==> config.mk <==
export PLATFORM = sky130hd
export DESIGN_NAME = fifo_burst_reader
export DESIGN_NICKNAME = d
export VERILOG_FILES = /design/src/rtl/fifo_burst_reader.sv
export SDC_FILE = /design/constraint.sdc
export NUM_CORES = 1
export LEC_CHECK = 0
export BUFFER_PORTS_ARGS = -buffer_cell sky130_fd_sc_hd__buf_2
export CORE_MARGIN = 4
export CORE_UTILIZATION = 61
export CTS_CLUSTER_SIZE = 28
export DETAILED_ROUTE_END_ITERATION = 8
export PLACE_DENSITY = 0.83
export SLEW_MARGIN = 20
export SYNTH_ARGS = -nofsm -noshare
export SYNTH_HDL_FRONTEND = slang
export SYNTH_SLANG_ARGS = --single-unit
==> constraint.sdc <==
create_clock -name Clk -period 5.95 [get_ports Clk]
set_clock_uncertainty 0.1 [all_clocks]
set_input_delay 1.19 -clock Clk [delete_from_list [all_inputs] [get_ports Clk]]
set_output_delay 1.19 -clock Clk [all_outputs]
set_load 0.02 [all_outputs]
==> src/rtl/fifo_burst_reader.sv <==
// Read-side burst scheduler for a dual-clock FIFO: turns word-count/empty status into
// valid/ready bursts, with timeout/flush of partial bursts and a sequenced FIFO clear.
module fifo_burst_reader #(
  parameter int DATA_WIDTH    = 8,
  parameter int ADDRESS_WIDTH = 4,
  parameter int BURST_LEN     = 8,
  parameter int TIMEOUT       = 64,
  parameter int CLEAR_CYCLES  = 4
) (
  input  logic                     Clk,
  input  logic                     Rstn_in,
  input  logic                     Enable_in,
  input  logic                     Flush_in,
  input  logic                     ClearReq_in,
  input  logic [DATA_WIDTH-1:0]    Fifo_Data_in,
  input  logic                     Fifo_Empty_in,
  input  logic [ADDRESS_WIDTH-1:0] Fifo_WordCount_in,
  output logic                     Fifo_ReadEn_out,
  output logic                     Fifo_Clear_out,
  output logic [DATA_WIDTH-1:0]    M_Data_out,
  output logic                     M_Valid_out,
  output logic                     M_Last_out,
  input  logic                     M_Ready_in,
  output logic                     Busy_out,
  output logic [15:0]              BurstCount_out
);

  localparam int CNT_W = ADDRESS_WIDTH + 1;
  localparam int TMO_W = (TIMEOUT > 0) ? $clog2(TIMEOUT + 1) : 1;
  localparam int CLR_W = (CLEAR_CYCLES > 1) ? $clog2(CLEAR_CYCLES) : 1;
  localparam logic [CNT_W-1:0] BURST_LEN_C = CNT_W'(BURST_LEN);
  localparam logic [CNT_W-1:0] FULL_C      = CNT_W'(2 ** ADDRESS_WIDTH);
  localparam logic [TMO_W-1:0] TIMEOUT_C   = TMO_W'(TIMEOUT);
  localparam logic [CLR_W-1:0] CLR_LAST_C  = CLR_W'(CLEAR_CYCLES - 1);

  typedef enum logic [1:0] {ST_IDLE, ST_BURST, ST_DRAIN, ST_CLEAR} state_t;

  state_t           state_reg;
  logic [CNT_W-1:0] len_reg;
  logic [CNT_W-1:0] issued_reg;
  logic [TMO_W-1:0] tmo_reg;
  logic [CLR_W-1:0] clr_cnt_reg;
  logic             flush_pend_reg;
  logic             clear_pend_reg;
  logic             clear_reg;
  logic [15:0]      burst_cnt_reg;

  logic [DATA_WIDTH-1:0] buf_data_reg [2];
  logic                  buf_last_reg [2];
  logic                  wr_ptr_reg;
  logic                  rd_ptr_reg;
  logic [1:0]            occ_reg;
  logic                  inflight_reg;
  logic                  inflight_last_reg;

  logic [CNT_W-1:0] avail;
  logic [2:0]       slots;
  logic             m_valid;
  logic             pop;
  logic             rd_en;
  logic             eff_rd;
  logic             rd_is_last;

  // A zero count with the FIFO not empty means the pointer difference wrapped: full.
  assign avail = (Fifo_WordCount_in == '0 && !Fifo_Empty_in) ? FULL_C
                                                             : {1'b0, Fifo_WordCount_in};

  assign m_valid    = (occ_reg != 2'd0);
  assign pop        = m_valid & M_Ready_in;
  // The beat leaving this cycle frees its slot, which keeps one beat per cycle streaming.
  assign slots      = {1'b0, occ_reg} + {2'b0, inflight_reg} - {2'b0, pop};
  assign rd_en      = (state_reg == ST_BURST) && (issued_reg < len_reg) && (slots < 3'd2);
  assign eff_rd     = rd_en & ~Fifo_Empty_in;
  assign rd_is_last = (issued_reg == len_reg - CNT_W'(1));

  assign Fifo_ReadEn_out = rd_en;
  assign Fifo_Clear_out  = clear_reg;
  assign M_Valid_out     = m_valid;
  assign M_Data_out      = buf_data_reg[rd_ptr_reg];
  assign M_Last_out      = buf_last_reg[rd_ptr_reg] & m_valid;
  assign Busy_out        = (state_reg != ST_IDLE) || m_valid;
  assign BurstCount_out  = burst_cnt_reg;

  always_ff @(posedge Clk or negedge Rstn_in) begin
    if (!Rstn_in) begin
      for (int i = 0; i < 2; i++) begin
        buf_data_reg[i] <= '0;
        buf_last_reg[i] <= 1'b0;
      end
      wr_ptr_reg        <= 1'b0;
      rd_ptr_reg        <= 1'b0;
      occ_reg           <= 2'd0;
      inflight_reg      <= 1'b0;
      inflight_last_reg <= 1'b0;
    end else begin
      inflight_reg      <= eff_rd;
      inflight_last_reg <= eff_rd & rd_is_last;
      if (inflight_reg) begin
        buf_data_reg[wr_ptr_reg] <= Fifo_Data_in;
        buf_last_reg[wr_ptr_reg] <= inflight_last_reg;
        wr_ptr_reg               <= ~wr_ptr_reg;
      end
      if (pop) begin
        rd_ptr_reg <= ~rd_ptr_reg;
      end
      occ_reg <= occ_reg + {1'b0, inflight_reg} - {1'b0, pop};
    end
  end

  always_ff @(posedge Clk or negedge Rstn_in) begin
    if (!Rstn_in) begin
      state_reg      <= ST_IDLE;
      len_reg        <= '0;
      issued_reg     <= '0;
      tmo_reg        <= '0;
      clr_cnt_reg    <= '0;
      flush_pend_reg <= 1'b0;
      clear_pend_reg <= 1'b0;
      clear_reg      <= 1'b0;
      burst_cnt_reg  <= '0;
    end else begin
      if (ClearReq_in) begin
        clear_pend_reg <= 1'b1;
      end else if (Flush_in) begin
        flush_pend_reg <= 1'b1;
      end

      case (state_reg)
        ST_IDLE: begin
          if (Fifo_Empty_in) begin
            tmo_reg <= '0;
          end else if (avail < BURST_LEN_C && tmo_reg != TIMEOUT_C) begin
            tmo_reg <= tmo_reg + TMO_W'(1);
          end

          if (clear_pend_reg && occ_reg == 2'd0) begin
            state_reg   <= ST_CLEAR;
            clear_reg   <= 1'b1;
            clr_cnt_reg <= '0;
            tmo_reg     <= '0;
          end else if (Enable_in && avail >= BURST_LEN_C) begin
            state_reg      <= ST_BURST;
            len_reg        <= BURST_LEN_C;
            issued_reg     <= '0;
            flush_pend_reg <= 1'b0;
            tmo_reg        <= '0;
          end else if (Enable_in && avail != '0 &&
                       (flush_pend_reg || (TIMEOUT != 0 && tmo_reg == TIMEOUT_C))) begin
            state_reg      <= ST_BURST;
            len_reg        <= avail;
            issued_reg     <= '0;
            flush_pend_reg <= 1'b0;
            tmo_reg        <= '0;
          end
        end

        ST_BURST: begin
          if (eff_rd) begin
            issued_reg <= issued_reg + CNT_W'(1);
            if (rd_is_last) begin
              state_reg <= ST_DRAIN;
            end
          end
        end

        ST_DRAIN: begin
          if (pop && buf_last_reg[rd_ptr_reg]) begin
            burst_cnt_reg <= burst_cnt_reg + 16'd1;
            state_reg     <= ST_IDLE;
          end
        end

        ST_CLEAR: begin
          if (clr_cnt_reg == CLR_LAST_C) begin
            clear_reg      <= 1'b0;
            clear_pend_reg <= 1'b0;
            flush_pend_reg <= 1'b0;
            state_reg      <= ST_IDLE;
          end else begin
            clr_cnt_reg <= clr_cnt_reg + CLR_W'(1);
          end
        end

        default: state_reg <= ST_IDLE;
      endcase
    end
  end

endmodule

# Yosys cells after proc, flatten, opt, wreduce, memory -nomap -nowiden
# Index checks and enable logic that the tools add are counted.
[totals]
rom_bits = 0
in_bits = 19
elab_cells = 139
output_inout_bits = 29
latchBits = 0
reg_bits = 64
memories = 0
mem_bits_rw = 0
[classes]
order_cmp = 7
bitwise = 10
eq_ne = 16
muxes = 49
multipliers = 0
div_mod_pow = 0
reduce_logical = 30
add_sub_neg = 9
n_shift = 0
[op_table]
columns = ["op", "count"]
rows = [
  ["5-bit two-way mux", 7],
  ["7-bit two-way mux", 5],
  ["8-bit two-way mux", 4],
  ["2-bit two-way mux", 9],
  ["16-bit by 1-bit adder with 16-bit output, second input constant", 1],
  ["16-bit bitwise mux", 1],
  ["1-bit two-way mux", 15],
  ["2-bit != test, second input constant", 7],
  ["1-bit logical AND", 10],
  ["5-bit one-hot mux with 2 select lines", 1],
  ["2-bit nonzero test", 5],
  ["5-bit nonzero test", 2],
  ["3-bit AND reduction", 3],
  ["8-bit demux with 1-bit select", 1],
  ["2-bit one-hot mux with 4 select lines", 1],
  ["7-bit by 1-bit adder with 7-bit output, second input constant", 1],
  ["7-bit equality test, second input constant", 1],
  ["7-bit != test, second input constant", 1],
  ["2-bit equality test, second input constant", 3],
  ["5-bit by 1-bit adder with 5-bit output, second input constant", 1],
  ["5-bit equality test", 1],
  ["5-bit by 4-bit >= comparator with 1-bit output, second input constant", 1],
  ["5-bit by 4-bit less-than comparator with 1-bit output, second input constant", 1],
  ["5-bit less-than comparator", 1],
  ["other kinds (26)", 38],
]

# Depth between registers and ports, before layout
[logic_depth]
word_depth = 10
ltp_mapped = 13
mapped_depth_nobuf = 13

# Worst setup path before layout
# OpenSTA, ideal clock, no wires.
[synth_timing]
path_kind = "input to output"
start = "in M_Ready_in"
end = "out Fifo_ReadEn_out"
required_ns = 4.660
stages = 9
n_path_buf = 0
arrival_ns = 2.913
setup_slack_ns = 1.747
path_cell_list = "o21ai_1 > inv_1 > ha_1 > inv_1 > ha_1 > fa_1 > xor2_1 > o2111ai_1 > nor2_1"
[synth_between]
elab_chain_cells = 4
[synth_rtl]
columns = ["item", "line", "text"]
rows = [
  ["from (decl)", "23", "input logic M_Ready_in,"],
  ["1-bit bitwise AND", "69", "assign pop = m_valid & M_Ready_in;"],
  ["named net pop", "59", "logic pop;"],
  ["3-bit by 1-bit subtractor with 3-bit output", "71", "assign slots = {1'b0, occ_reg} + {2'b0, inflight_reg} - {2'b0, pop};"],
  ["3-bit by 2-bit less-than comparator with 1-bit output", "72", "assign rd_en = (state_reg == ST_BURST) && (issued_reg < len_reg) && (slots < 3'd2);"],
  ["1-bit logical AND", "72", ""],
  ["to (decl)", "18", "output logic Fifo_ReadEn_out,"],
]
# The timed path passes the listed nets, and every way through them passes these cells.

# Worst setup path after layout
# Ends and elaborated chain as after synthesis.

==> metrics.md <==
| Metric | Value |
|---|---|
| Outcome | finished, final reports clean |
| Synth area leaders | dfrtp_1 (48%), mux2_2 (9.5%), ha_1 (6.4%), xnor2_1 (5.5%), nand2_1 (2.4%) |
| Avg Inst Size Synth | roughly 11 um2 |
| FF-to-FF path depth | 13 |
| Critical Path AT | 3.17 ns |
| Syn-to-layout area delta | 14.6% |
| Top-area cell type share of the netlist area | 0.481 |
| Post-synth EDFFs | 0 |
| CP peak stage delay | 0.38 ns |
| Synth Warn # | 0 |
| Slew Limit Fails | 0 |
| Crit Path Max Fanout | 4 |
| Post-CTS Setup Bufs | 0 |
| Top Family by Delay on Critical Path | adder cells |
| GRT overflow | 0 |
| Critical path's slowest cell | fa_1 |
| CTS sink count | 64 |
| Startpoint types | input pin |
| Chip width | 81.9 um |
| Final hold vios | 0 |
| DP HPWL | ~4.6 mm |
| Cell Pwr Density | 260 nW/um2 |
| Required time worst endpoint | roughly 4.7 ns |
| Worst-Margin Slew | 0.783 ns |
| Largest net degree at the start of global routing | 65 |
| NumNets Final | approximately 390 |
| Seq cells post-synth | 64 |
| Inserted Clock Buffers | 9 |
| IR drop worst, VDD | 0.000119 V |
| Crit path capture type | output pin |
| Antenna diode count | 0 |
| Initial core utilization | 0.640 |
| Setup TNS | 0 ns |
| Period minus WS final | 4.46 ns |
| # IOs | 48 |
| Vias per cell | approximately 5.7 |
| Antenna violation net count after detailed routing | 0 |
| Max-Cap Viols | 0 |
| Top-count cell post-synth | dfrtp_1 |
| CP cell instances | buf_2 -> o21ai_1 -> inv_1 -> ha_1 -> inv_1 -> ha_1 -> fa_1 -> xor2_1 -> o2111ai_1 -> nor2_1 -> buf_2 |
| Fill cell count | 397 |
| Routability cong. | 0.852 |
| Vias in the first global route | 2,415 |
| Seq/Total Area, Yosys | 0.481 |
| Worst path depth | 11 |
| 1st-iter DRT viols | 98 |
| Setup ws final | around 1.5 ns |
| DR DRC count | 0 |
| Ys flop type | dfrtp_1 |
| Leading area contributor after synthesis | dfrtp_1 |
| IO buf count | 47 |
| # setup viols final | 0 |
| RSZ-0062 raised after global routing | false |
| Cell Area, Placed | between 3000 and 4000 um2 |
| CTS resizes | 0 |
| Total Wirelength | 6.42 mm |
| Post-Syn Nets | 339 |
| WL/cell | 14.9 um |
| CTS H-tree lvls | 3 |
| Slew HR | 0.478 |
| Static Leak | 1.88 nW |
| Worst-skew pair later-pin latency | 0.33 ns |
| Area of the core | 5200 um2 |
| Design Area, Final | about 3800 um2 |
| CTS Hold Buffers Added | 0 |
| Worst path bufs/invs | 4 |
| Async set-reset flop share out of synthesis | 1.00 |
| Clock-pin slew on the worst setup and hold paths | 0.07 ns |
| Worst hold path type | flop to flop |
| Max Freq | 224 MHz |
| Post-route clock period utilization | 0.749 |
| Commonest cells in the netlist | dfrtp_1 (64), mux2_2 (28), nand2_1 (21), nor2_1 (21), xnor2_1 (21) |
| Hold Path Depth | 1 |
| DIE HEIGHT | 81.9 um |
| Full die area | 6710 um2 |
| Initial antenna violation count | 0 |
| CTS max path bufs | 2 |
| Fraction of layout cells with a size suffix above 1 | 0.272 |
| Initial DRT Pass Iterations | 4 |
| Dpl ws | 1.49 ns |
| CP Class | input pin to output pin |
| Synthesized instance count | 302 |
| Total GRT Usage | 0.215 |
| CTS tree | built |
| First-pass GRT wire length | roughly 11 mm |
| Synth cell types | 46 |
| Mapped cell area | about 3300 um2 |
| Row count | 26 |
| CTS root buf | clkbuf_8 |
| Via count | between 2k and 2.5k |
stage by stage:
step	hold WS, ns	power [W]	cells	util
after floorplan	0.360	0.000588	302	-
after global placement	0.356	0.000633	415	0.698
after detailed placement	0.359	0.000641	415	0.698
after CTS	0.371	0.00100	430	0.734
after global routing	0.404	0.00104	430	0.734
final	0.367	0.000992	430	0.734
path summary, 6_finish.rpt:
check	startpoint	end	slack [ns]
setup / recovery	M_Ready_in	Fifo_ReadEn_out	1.49
hold / removal	BurstCount_out[15]$_DFFE_PN0P_	BurstCount_out[15]$_DFFE_PN0P_	0.37
setup reg to reg	occ_reg[1]$_DFF_PN0_	issued_reg[3]$_DFFE_PN0P_	2.52
hold reg to reg	BurstCount_out[15]$_DFFE_PN0P_	BurstCount_out[15]$_DFFE_PN0P_	0.37
max in group asynchronous	Rstn_in	clr_cnt_reg[1]$_DFFE_PN0P_	4.32
min in group asynchronous	Rstn_in	buf_data_reg[3]$_DFFE_PN0P_	0.92
power by group:
part           switching (W)  internal, W  total, W  leakage (nW)
registers          0.0000266     0.000449  0.000476         0.812
logic              0.0000914    0.0000646  0.000156         0.976
clock network       0.000158     0.000202  0.000360        0.0925
total               0.000276     0.000716  0.000992          1.88
cell families after synthesis:
group,count (synthesis),synth area share
DFF,64,0.481
and+or+nand+nor,92,0.147
AOI/OAI and AO/OA,42,0.0860
xor gates and xnor gates,30,0.0789
buffers and inverters,26,0.0368
adders and majority gates,18,0.0698
muxes,30,0.101
per-layer routing:
| layer | share of wire | vias up | wire (um) | track usage |
|---|---|---|---|---|
| li1 | - | 1174 | - | - |
| met1 | 0.44 | 1198 | 2860 | 0.272 |
| met2 | 0.49 | 56 | 3170 | 0.361 |
| met3 | 0.045 | 10 | 288 | 0.0526 |
| met4 | 0.016 | 0 | 105 | 0.0731 |
| met5 | 0 | - | 0 | 0 |
layout by cell type (no fill, tap or decap), drive strengths merged, types with 2 or more instances in the layout:
| cell type | instances |
|---|---|
| nor2 | 21 |
| clkinv | 2 |
| nor3b | 3 |
| mux2i | 2 |
| o32a | 2 |
| nand2 | 21 |
| dfrtp | 64 |
| or3 | 2 |
| nor2b | 4 |
| nand4 | 10 |
| ha | 17 |
| a21oi | 7 |
| o21ai | 11 |
| buf | 48 |
| a31oi | 7 |
| o211ai | 2 |
| a22o | 3 |
| and3 | 9 |
| nor3 | 4 |
| or2 | 2 |
| xor2 | 9 |
| inv | 20 |
| clkbuf | 12 |
| mux2 | 28 |
| xnor2 | 21 |
| nand3 | 13 |
cell type report:
type,instances,area (um2),area share
flip-flops and latches,64,1600,0.419
clock buffers,12,145,0.0380
repair buffers,48,243,0.0636
well taps,70,87.6,0.0229
clock inverters,3,42.5,0.0111
inverters,21,91.3,0.0239
multi-input cells,212,1610,0.421
(Power assumes the default switching activity.)
